`config.mk`:
```
export PLATFORM = sky130hd
export DESIGN_NAME = prog_mem_loader
export DESIGN_NICKNAME = d
export VERILOG_FILES = /design/src/rtl/prog_mem_loader.sv
export SDC_FILE = /design/constraint.sdc
export NUM_CORES = 1
export LEC_CHECK = 0
export CELL_PAD_IN_SITES_DETAIL_PLACEMENT = 0
export CELL_PAD_IN_SITES_GLOBAL_PLACEMENT = 1
export CORE_MARGIN = 2
export CORE_UTILIZATION = 55
export DETAILED_ROUTE_END_ITERATION = 6
export DONT_BUFFER_PORTS = 1
export PLACE_DENSITY_LB_ADDON = 0.1
export SLEW_MARGIN = 20
export SYNTH_ARGS = -nofsm -noshare
export SYNTH_HDL_FRONTEND = slang
export SYNTH_SLANG_ARGS = --single-unit
```
`constraint.sdc`:
```
create_clock -name CLK -period 10.4 [get_ports CLK]
set_input_delay 1.56 -clock CLK [delete_from_list [all_inputs] [get_ports CLK]]
set_output_delay 1.56 -clock CLK [all_outputs]
set_load 0.05 [all_outputs]
```
`src/rtl/prog_mem_loader.sv`:
```
// Writable program memory with byte-stream loader; reads are combinational
// like the fixed ROM it replaces, unwritten words return DEFAULT_WORD.
module prog_mem_loader #(
  parameter int ROM_WIDTH = 21,
  parameter int ADDR_WIDTH = 6,
  parameter logic [ROM_WIDTH-1:0] DEFAULT_WORD = 21'b010010000000000001000
) (
  input  logic                  CLK,
  input  logic                  RST,
  input  logic [15:0]           ADDR,
  output logic [ROM_WIDTH-1:0]  data,
  input  logic                  load_start,
  input  logic                  load_end,
  input  logic [7:0]            in_byte,
  input  logic                  in_valid,
  output logic                  in_ready,
  output logic                  cpu_hold,
  output logic [ADDR_WIDTH:0]   words_loaded
);

  localparam int DEPTH = 2 ** ADDR_WIDTH;
  localparam int BPW = (ROM_WIDTH + 7) / 8;
  localparam int BCW = (BPW > 1) ? $clog2(BPW) : 1;

  localparam logic [0:0] S_RUN  = 1'b0;
  localparam logic [0:0] S_LOAD = 1'b1;

  logic [0:0]            r_state;
  logic [DEPTH-1:0]      r_valid;
  logic [ROM_WIDTH-1:0]  r_mem [DEPTH];
  logic [BPW*8-1:0]      r_asm;
  logic [BCW-1:0]        r_byte_cnt;
  logic [ADDR_WIDTH-1:0] r_wr_addr;
  logic [ADDR_WIDTH:0]   r_words;

  logic                  w_xfer;
  logic                  w_last;
  logic                  w_full_mem;
  logic [BPW*8-1:0]      w_full;
  logic [15:0]           w_hi;
  logic [ADDR_WIDTH-1:0] w_idx;

  assign w_xfer = (r_state == S_LOAD) && in_valid;
  assign w_last = w_xfer && (r_byte_cnt == BCW'(BPW - 1));
  assign w_full_mem = (r_wr_addr == ADDR_WIDTH'(DEPTH - 1));

  // Current lane replaced by the incoming byte, little-endian.
  always_comb begin
    w_full = r_asm;
    w_full[{r_byte_cnt, 3'b000} +: 8] = in_byte;
  end

  if (BPW * 8 > ROM_WIDTH) begin : g_pad
    logic w_unused_pad;
    assign w_unused_pad = ^w_full[BPW*8-1:ROM_WIDTH];
  end

  assign w_hi = ADDR >> ADDR_WIDTH;
  assign w_idx = ADDR[ADDR_WIDTH-1:0];
  assign data = ((w_hi == 16'd0) && r_valid[w_idx]) ? r_mem[w_idx]
                                                      : DEFAULT_WORD;

  assign in_ready = (r_state == S_LOAD);
  assign cpu_hold = (r_state == S_LOAD);
  assign words_loaded = r_words;

  // Storage needs no reset; the valid vector masks stale contents.
  always_ff @(posedge CLK) begin
    if (w_last && !load_start) begin
      r_mem[r_wr_addr] <= w_full[ROM_WIDTH-1:0];
    end
  end

  always_ff @(posedge CLK or posedge RST) begin
    if (RST) begin
      r_state    <= S_RUN;
      r_valid    <= '0;
      r_asm      <= '0;
      r_byte_cnt <= '0;
      r_wr_addr  <= '0;
      r_words    <= '0;
    end else begin
      case (r_state)
        S_RUN: begin
          if (load_start) begin
            r_state    <= S_LOAD;
            r_valid    <= '0;
            r_asm      <= '0;
            r_byte_cnt <= '0;
            r_wr_addr  <= '0;
            r_words    <= '0;
          end
        end
        S_LOAD: begin
          if (load_start) begin
            r_valid    <= '0;
            r_asm      <= '0;
            r_byte_cnt <= '0;
            r_wr_addr  <= '0;
            r_words    <= '0;
          end else begin
            if (w_last) begin
              r_valid[r_wr_addr] <= 1'b1;
              r_words            <= r_words + 1'b1;
              r_byte_cnt         <= '0;
              if (w_full_mem) begin
                r_state <= S_RUN;
              end else begin
                r_wr_addr <= r_wr_addr + 1'b1;
              end
            end else if (w_xfer) begin
              r_asm      <= w_full;
              r_byte_cnt <= r_byte_cnt + 1'b1;
            end
            // A partial word is dropped when the load ends.
            if (load_end) begin
              r_state    <= S_RUN;
              r_byte_cnt <= '0;
            end
          end
        end
        default: r_state <= S_RUN;
      endcase
    end
  end

endmodule

```
# == Word level (Yosys, flattened, before mapping) ==
# Memories as Yosys holds them, arrays and structs flattened.
# Index checks and enable logic that the tools add are counted.
# op_classes
reduce_logical,11
n_addsub,4
n_bitwise,2
mux,38
shifts,2
n_eq_ne,8
order_cmp,3
# op_table
op,n
$mux 64,3
$pmux 64 s2,1
$mux 24,4
$or 64x64->64,1
$pmux 24 s2,1
$bwmux 24,1
$mux 6,4
$shift 8x7->24 const A,1
$shiftx 8x7->24,1
$mux 21,1
$mux 7,3
$logic_not 16->1,1
$lt 6x7->1 const B,2
$pmux 7 s2,1
$pmux 6 s2,1
$mux 2,5
$mux 1,9
$add 7x1->7 const B,1
$neg 5->7,1
$add 6x1->6 const B,1
$bmux 1 s6,1
$demux 1 s6,1
$eq 6x6->1 const B,1
$ge 6x1->1 const B,1
other kinds (13),21
# totals
wordCells,75
input_bits,29
ramBits,1344
n_memories,1
reg_bits,104
# memory_table
name,words,width,read_ports,rd_ports_with_merged_regs,wr,line,source
r_mem,64,21,1,0,1,30,logic [ROM_WIDTH-1:0] r_mem [DEPTH];

# == Logic depth before layout (Yosys ltp) ==
# Gate-level depths: netlist of the first run.
# logic_depth
word_depth,8
mapped_depth,10

# == Worst setup path after synthesis of the first run ==
# OpenSTA, ideal clock, no wires.
# synth_timing
path_kind,input port to output port
start,in ADDR[0]
end,out data[10]
t_required_ps,8840
slack_ps,4154
arrival_time_ps,4686
path_buffers,5
cell_stages,9
cell_sequence,buf_4 buf_4 buf_4 mux4_2 a221oi_1 a22oi_1 buf_6 buf_6 nor4_1
# synth_between
elab_chain_len,4
elab_cells_between_ends,5
# synth_rtl
element,line,source
start: declaration,10,"input logic [15:0] ADDR,"
$bmux 1 s6,60,assign data = ((w_hi == 16'd0) && r_valid[w_idx]) ? r_mem[w_idx]
$mux 1 (implied by the code),60,
$logic_and 1x1->1,60,
$mux 21 *,60,
end: declaration,11,"output logic [ROM_WIDTH-1:0] data,"
# Mark *: on every way between the ends. The rest lies on a longest branch, timed or not. The select of a mux whose other input is x is not followed.

# == Final worst setup path of the first run ==
# layout_timing
start,in ADDR[0]
end,out data[3]
# Same word-level chain as after synthesis.

==> results of run 1 <==
cell families (layout without fill, tap and decap cells):
family,after synthesis,count (layout),share of synthesized area
muxes,514,514,0.153
xor gates and xnor gates,8,8,0.00124
and+or+nand+nor,335,335,0.0278
DFF,1445,1445,0.759
other,0,1,0
adders and majority gates,7,7,0.00155
AOI/OAI and AO/OA,301,301,0.0385
buffers and inverters,250,458,0.0195
routing by layer:
metal | global-route usage | up-vias
li1 | - | 11900
met1 | 0.354 | 14800
met2 | 0.427 | 957
met3 | 0.0421 | 175
met4 | 0.0695 | 2
met5 | 0 | -
worst min-delay path, stage by stage (launching register included):
cell and delay [ps]:
dfrtp_1 340, a21oi_1 40, nor2_1 70
flip-flops by register name, summed over array words and instances, names as in the netlist:
name,flops
r_wr_addr,6
cpu_hold,1
words_loaded,7
r_mem,1344
r_valid,64
r_byte_cnt,2
r_asm,21
cell type report:
class / count / area, um^2 / share of cell area
tap: 1368 / 1710 / 0.0269
sequential: 1445 / 42900 / 0.675
clock inverter: 83 / 576 / 0.00906
timing repair buffer: 109 / 868 / 0.0137
inverter: 71 / 269 / 0.00423
antenna: 1 / 2.50 / 0.0000394
multi-input combinational: 1165 / 13200 / 0.207
clock buffer: 195 / 4070 / 0.0641
through the flow:
step | hold WS [ps] | worst slack (ps) | std cells
CTS | 498 | 4810 | 4435
detailed placement | 486 | 4820 | 4157
floorplan | 457 | 4150 | 2860
global route | 515 | 4600 | 4436
global placement | 471 | 4850 | 4157
finish | 491 | 3730 | 4437
cells in the mapped netlist (22+ instances only):
| library cell | count | area, um^2 |
|---|---|---|
| inv_1 | 71 | 267 |
| dfrtp_1 | 101 | 2530 |
| o21ai_0 | 23 | 115 |
| nor2_1 | 123 | 462 |
| nand4_1 | 22 | 138 |
| a21oi_1 | 54 | 270 |
| o22ai_1 | 46 | 288 |
| edfxtp_1 | 1344 | 40400 |
| buf_2 | 64 | 320 |
| mux2i_1 | 201 | 2010 |
| mux4_2 | 276 | 6220 |
| a22oi_1 | 81 | 608 |
| mux2_2 | 37 | 417 |
| clkbuf_1 | 95 | 357 |
| nand2_1 | 97 | 364 |
power groups by stage:
stage / clock [mW] / sequential (mW) / combinational, mW
global placement: 0 / 6.47 / 0.348
CTS: 5.12 / 6.35 / 0.356
finish: 5.04 / 6.35 / 0.361
floorplan: 0 / 6.48 / 0.296
global route: 5.36 / 6.35 / 0.376
detailed placement: 0 / 6.47 / 0.355
worst max-delay path by stage:
stage,from,to,slack (ps),cells past startpoint
2_1_floorplan,ADDR[0],data[10],4150,9
3_3_place_gp,ADDR[1],data[10],4850,6
3_5_place_dp,ADDR[1],data[18],4820,6
4_1_cts,ADDR[1],data[18],4810,6
5_1_grt,ADDR[1],data[18],4600,6
6_report,ADDR[0],data[3],3730,6
==> impl_metrics.prom, run 1 <==
# TYPE chip_impl_metric gauge
chip_impl_metric{name="drt.antenna.violating_nets",unit=""} 0
chip_impl_metric{name="hold_depth",unit=""} 2
chip_impl_metric{name="irDropWorstVdd",unit="uV"} 231
chip_impl_metric{name="timing_max_transition_violations_final",unit=""} 57
chip_impl_metric{name="clock_tree.htree_level_count",unit=""} 4
chip_impl_metric{name="drv.max_cap_violation_count",unit=""} 0
chip_impl_metric{name="initial_utilization",unit=""} 0.555
chip_impl_info{name="final_cell_mix",value="edfxtp_1, mux4_2, mux2i_1, clkbuf_16, dfrtp_1"} 1
chip_impl_metric{name="die_height",unit="um"} 325
chip_impl_metric{name="grt_first_pass_wirelength",unit="mm"} 194
chip_impl_metric{name="syn_avg_cell_area",unit="um^2"} 19.8
chip_impl_metric{name="finalCoreUtilization",unit=""} 0.624
chip_impl_info{name="critical-path-top-delay-family",value="multiplexers"} 1
chip_impl_metric{name="p_leak",unit="nW"} 22.3
chip_impl_metric{name="cts_hold_buf",unit=""} 0
chip_impl_metric{name="p_switching",unit="mW"} 2.38
chip_impl_metric{name="async_flop_share",unit=""} 0.0699
chip_impl_metric{name="swShare",unit=""} 0.202
chip_impl_metric{name="grt-ovfl-total",unit=""} 0
chip_impl_metric{name="syn_inst",unit=""} 2860
chip_impl_metric{name="hold_viol_final",unit=""} 0
chip_impl_metric{name="vias_per_cell",unit=""} 6.26
chip_impl_info{name="min_delay_worst_endpoint",value="r_valid[51]"} 1
chip_impl_metric{name="critical_path_required",unit="ps"} 8840
chip_impl_info{name="clockRootBuffer",value="clkbuf_16"} 1
chip_impl_metric{name="maximum_buffer_depth_of_the_clock_tree",unit=""} 3
chip_impl_info{name="worstSetupEndpointType",value="output pin"} 1
chip_impl_metric{name="floorplan.rows",unit=""} 117
chip_impl_metric{name="finClkSkew",unit="ps"} 31.6
chip_impl_metric{name="synthesis.yosys.warnings",unit=""} 0
chip_impl_info{name="rr_endpoint",value="r_mem[47][4]"} 1
chip_impl_metric{name="synth-edff-count",unit=""} 1344
chip_impl_metric{name="cp.arrival",unit="ps"} 5110
chip_impl_metric{name="reg2reg_setup_slack",unit="ps"} 5930
chip_impl_metric{name="layout_worst_path_cycle_share",unit=""} 0.642
chip_impl_info{name="hp-class",value="flop to flop"} 1
chip_impl_metric{name="clk_pin_slew_worst_paths",unit="ps"} 60
chip_impl_metric{name="totalNegativeSetupSlack",unit="ps"} 0
chip_impl_info{name="failed_checks",value="max-slew violations"} 1
chip_impl_metric{name="post-route-drc-count",unit=""} 0
chip_impl_metric{name="buffer_ports.inserted",unit=""} 0
chip_impl_metric{name="gp_congestion",unit=""} 0.825
chip_impl_metric{name="synth_area",unit="um^2"} 56500
chip_impl_metric{name="synth_seq_cells",unit=""} 1445
chip_impl_metric{name="grt_pass1_vias",unit=""} 28000
chip_impl_metric{name="clkPwrFrac",unit=""} 0.429
chip_impl_info{name="grt_setup_unrepaired",value="false"} 1
chip_impl_metric{name="sequentialPowerShare",unit=""} 0.540
chip_impl_metric{name="post-route-cell-area",unit="um^2"} 63500
chip_impl_metric{name="post_synth_num_cell_types",unit=""} 45
chip_impl_metric{name="design.portCount",unit=""} 59
chip_impl_metric{name="track_usage",unit=""} 0.256
chip_impl_info{name="outcome",value="complete, but fails checks"} 1
chip_impl_metric{name="worstMarginPinSlew",unit="ps"} 1620
chip_impl_metric{name="placedInstanceArea",unit="um^2"} 58900
chip_impl_metric{name="min_period",unit="ps"} 6670
chip_impl_metric{name="critPathMaxStageDelay",unit="ps"} 1010
chip_impl_info{name="worst_path_max_delay_cell",value="mux4_2"} 1
chip_impl_info{name="worstReg2RegStart",value="cpu_hold"} 1
chip_impl_metric{name="grt_antenna_before_repair",unit=""} 3
chip_impl_info{name="crit_path_cell_trace",value="mux4_2, mux2i_1, a22oi_1, a22oi_2, buf_4, or4b_1"} 1
chip_impl_metric{name="proportion_of_synthesized_chip_area_in_sequential_cells",unit=""} 0.759
chip_impl_info{name="start_kind",value="input port"} 1
chip_impl_metric{name="cts-resized-gates",unit=""} 0
chip_impl_metric{name="nFillCells",unit=""} 7152
chip_impl_metric{name="layout.nets",unit=""} 2979
chip_impl_metric{name="dpl.hpwl",unit="mm"} 72.8
chip_impl_metric{name="met3WireLength",unit="mm"} 8.97
chip_impl_metric{name="fmaxAchievable",unit="GHz"} 0.150
chip_impl_metric{name="vias_after_detailed_routing",unit=""} 27800
chip_impl_metric{name="wl_met1",unit="mm"} 53.6
chip_impl_metric{name="wl",unit="mm"} 133
chip_impl_metric{name="first_iter_violations",unit=""} 3281
chip_impl_metric{name="power.combinational.fraction",unit=""} 0.031
chip_impl_metric{name="cellPowerDensity",unit="nW/um^2"} 185
chip_impl_metric{name="met2RoutedLength",unit="mm"} 67.8
chip_impl_metric{name="max_slew_margin",unit=""} -0.0799
chip_impl_metric{name="layout_cells_sized_above_1",unit=""} 0.247
chip_impl_metric{name="cts.repair_timing.setup_buffer_count",unit=""} 0
chip_impl_info{name="commonest_non_fill_non_tap_cell_in_the_layout",value="edfxtp_1"} 1
chip_impl_metric{name="die_area",unit="um^2"} 105000
chip_impl_metric{name="report.final.setup_viol",unit=""} 0
chip_impl_metric{name="drt_first_pass_iters",unit=""} 5
chip_impl_info{name="criticalPathCategory",value="input port to output pin"} 1
chip_impl_metric{name="clock-sinks",unit=""} 1445
chip_impl_info{name="worstHoldStart",value="r_valid[51]"} 1
chip_impl_metric{name="core_area",unit="um^2"} 102000
chip_impl_metric{name="critical_path.max_fanout",unit=""} 262
chip_impl_metric{name="flow.area_growth_from_synthesis",unit="%"} 12.4
chip_impl_metric{name="clock_latency",unit="ps"} 760
chip_impl_metric{name="post-layout-total-power",unit="mW"} 11.8
chip_impl_metric{name="synth_fp_nets",unit=""} 2896
chip_impl_info{name="synth-main-ff-cell",value="edfxtp_1"} 1
chip_impl_metric{name="avgRoutedWirePerCell",unit="um"} 30.0
chip_impl_metric{name="tritoncts.num_buffers",unit=""} 151
chip_impl_info{name="clock_tree_from_tritoncts",value="done"} 1
chip_impl_metric{name="internal_power",unit="mW"} 9.38
chip_impl_info{name="top_layer",value="met5"} 1
chip_impl_metric{name="worstPathBufferInverterCount",unit=""} 1
chip_impl_metric{name="die_w",unit="um"} 325
chip_impl_metric{name="r2r_cells",unit=""} 4
chip_impl_metric{name="largest_net_degree_at_the_start_of_global_routing",unit=""} 417
Note: power is estimated with default switching activity, not from simulation.
==> run 2: changes to the inputs <==
clock period = 6.6 ns   (was 10.4 ns; I/O delays follow)
==> impl_metrics.prom, run 2 (synthesized netlist as in run 1, its figures left out) <==
# TYPE chip_impl_metric gauge
chip_impl_info{name="final_cell_mix",value="edfxtp_1, mux4_2, mux2i_1, clkbuf_16, buf_4"} 1
chip_impl_info{name="commonest_non_fill_non_tap_cell_in_the_layout",value="edfxtp_1"} 1
chip_impl_metric{name="die_w",unit="um"} 325
chip_impl_info{name="worstSetupEndpointType",value="output pin"} 1
chip_impl_metric{name="tritoncts.num_buffers",unit=""} 147
chip_impl_metric{name="drv.max_cap_violation_count",unit=""} 0
chip_impl_info{name="clockRootBuffer",value="clkbuf_16"} 1
chip_impl_metric{name="worstMarginPinSlew",unit="ps"} 1180
chip_impl_metric{name="max_slew_margin",unit=""} 0.214
chip_impl_metric{name="hold_viol_final",unit=""} 0
chip_impl_metric{name="grt-ovfl-total",unit=""} 0
chip_impl_metric{name="hold-worst-slack",unit="ps"} 152
chip_impl_metric{name="dpl.hpwl",unit="mm"} 74.1
chip_impl_metric{name="die_height",unit="um"} 325
chip_impl_metric{name="post-route-drc-count",unit=""} 0
chip_impl_metric{name="first_iter_violations",unit=""} 3292
chip_impl_info{name="crit_path_start",value="ADDR[0]"} 1
chip_impl_info{name="largestRegisters",value="r_mem (1344), r_valid (64), r_asm (21)"} 1
chip_impl_metric{name="maximum_buffer_depth_of_the_clock_tree",unit=""} 3
chip_impl_info{name="start_kind",value="input port"} 1
chip_impl_metric{name="design.portCount",unit=""} 59
chip_impl_metric{name="cts_hold_buf",unit=""} 0
chip_impl_metric{name="track_usage",unit=""} 0.257
chip_impl_metric{name="irDropWorstVdd",unit="uV"} 235
chip_impl_metric{name="grt_antenna_before_repair",unit=""} 2
chip_impl_metric{name="die_area",unit="um^2"} 105000
chip_impl_info{name="clock_tree_from_tritoncts",value="done"} 1
chip_impl_metric{name="nFillCells",unit=""} 7129
chip_impl_metric{name="core_area",unit="um^2"} 102000
chip_impl_metric{name="drt.antenna.violating_nets",unit=""} 0
chip_impl_metric{name="avgRoutedWirePerCell",unit="um"} 30.3
chip_impl_metric{name="vias_per_cell",unit=""} 6.33
chip_impl_metric{name="wl",unit="mm"} 134
chip_impl_info{name="grt_setup_unrepaired",value="false"} 1
chip_impl_metric{name="fmaxAchievable",unit="GHz"} 0.212
chip_impl_metric{name="largest_net_degree_at_the_start_of_global_routing",unit=""} 417
chip_impl_metric{name="cellPowerDensity",unit="nW/um^2"} 288
chip_impl_metric{name="clock_tree.htree_level_count",unit=""} 4
chip_impl_metric{name="grt_first_pass_wirelength",unit="mm"} 196
chip_impl_metric{name="critical_path_required",unit="ps"} 5610
chip_impl_metric{name="clk_pin_slew_worst_paths",unit="ps"} 60
chip_impl_metric{name="cts-resized-gates",unit=""} 0
chip_impl_metric{name="timing_max_transition_violations_final",unit=""} 0
chip_impl_metric{name="clock_latency",unit="ps"} 740
chip_impl_metric{name="finClkSkew",unit="ps"} 20.9
chip_impl_metric{name="layout_worst_path_cycle_share",unit=""} 0.716
chip_impl_metric{name="antenna-diode-count",unit=""} 0
chip_impl_metric{name="clock-sinks",unit=""} 1445
chip_impl_metric{name="min_period",unit="ps"} 4730
chip_impl_metric{name="grt_pass1_vias",unit=""} 28200
chip_impl_info{name="criticalPathCategory",value="input port to output pin"} 1
chip_impl_metric{name="cp.arrival",unit="ps"} 3740
chip_impl_info{name="outcome",value="finished, final reports clean"} 1
chip_impl_metric{name="drt_first_pass_iters",unit=""} 5
chip_impl_info{name="max_flop_register",value="r_mem"} 1
chip_impl_info{name="worstReg2RegStart",value="cpu_hold"} 1
chip_impl_metric{name="cts.repair_timing.setup_buffer_count",unit=""} 0
chip_impl_metric{name="layout_cells_sized_above_1",unit=""} 0.249
chip_impl_metric{name="largest_reg_flops",unit=""} 1344
chip_impl_metric{name="vias_after_detailed_routing",unit=""} 28000
chip_impl_metric{name="totalNegativeSetupSlack",unit="ps"} 0
chip_impl_metric{name="initial_utilization",unit=""} 0.555
chip_impl_metric{name="report.final.setup_viol",unit=""} 0
chip_impl_metric{name="flow.area_growth_from_synthesis",unit="%"} 12.0
chip_impl_metric{name="critical_path.max_fanout",unit=""} 262
chip_impl_info{name="hp-class",value="input port to asynchronous set/reset pin"} 1
chip_impl_metric{name="floorplan.rows",unit=""} 117
chip_impl_metric{name="p_leak",unit="nW"} 22.3
chip_impl_metric{name="gp_congestion",unit=""} 0.850
chip_impl_metric{name="buffer_ports.inserted",unit=""} 0
chip_impl_metric{name="layout.nets",unit=""} 2986
==> run 2: changes by cell type in the layout (fill, tap and decap cells not counted), moves of 5 or more <==
cell,previous run,this run
clkinv_1,38,32
nor2_4,15,7
buf_4,98,110
clkbuf_1,38,32
nor2_2,51,59
clkinvlp_4,6,1
==> run 2: stage by stage <==
step                cell area, um^2  total power, mW  cells  setup WS, ps   util
floorplan                     56500             10.7   2860          1490      -
global placement              58900             10.7   4169          2210  0.578
detailed placement            58900             10.8   4169          2200  0.578
CTS                           63300             18.4   4426          2180  0.622
global route                  63300             18.8   4426          2040  0.622
finish                        63300             18.3   4426          1870  0.622
==> run 2: area by class of cell <==
type	count	area (um^2)	area share
Inverter	71	269	0.00425
Sequential cell	1445	42900	0.677
Clock buffer	188	3990	0.0630
Timing Repair Buffer	120	938	0.0148
Clock inverter	69	417	0.00658
Multi-Input combinational cell	1165	13100	0.207
Tap cell	1368	1710	0.0270
==> run 2: where the power goes <==
group / switching (mW) / internal [mW]
logic: 0.344 / 0.222
registers: 0.00793 / 10.0
clock network: 3.32 / 4.37
total: 3.67 / 14.6
==> run 2: metal layers <==
| metal | vias to the layer above | routed length [um] | global-route usage |
|---|---|---|---|
| met5 | - | 0 | 0 |
| met4 | 0 | 4040 | 0.0866 |
| met3 | 211 | 8280 | 0.0396 |
| met2 | 1044 | 67000 | 0.423 |
| met1 | 14900 | 55000 | 0.355 |
| li1 | 11800 | - | - |
==> run 2: worst paths after layout <==
path,slack (ps),cells after the start,to
setup / recovery,1870,5,data[3]
hold / removal,150,1,r_asm[18]
setup reg to reg,2330,6,r_mem[4][6]
hold reg to reg,490,2,r_valid[44]
max in group asynchronous,5230,2,r_valid[55]
min in group CLK,320,1,r_wr_addr[1]
==> run 2: worst max-delay path: stages <==
cell	delay (ps)
mux4_2	770
a22oi_1	230
a21oi_1	130
a21oi_1	340
or4b_1	830
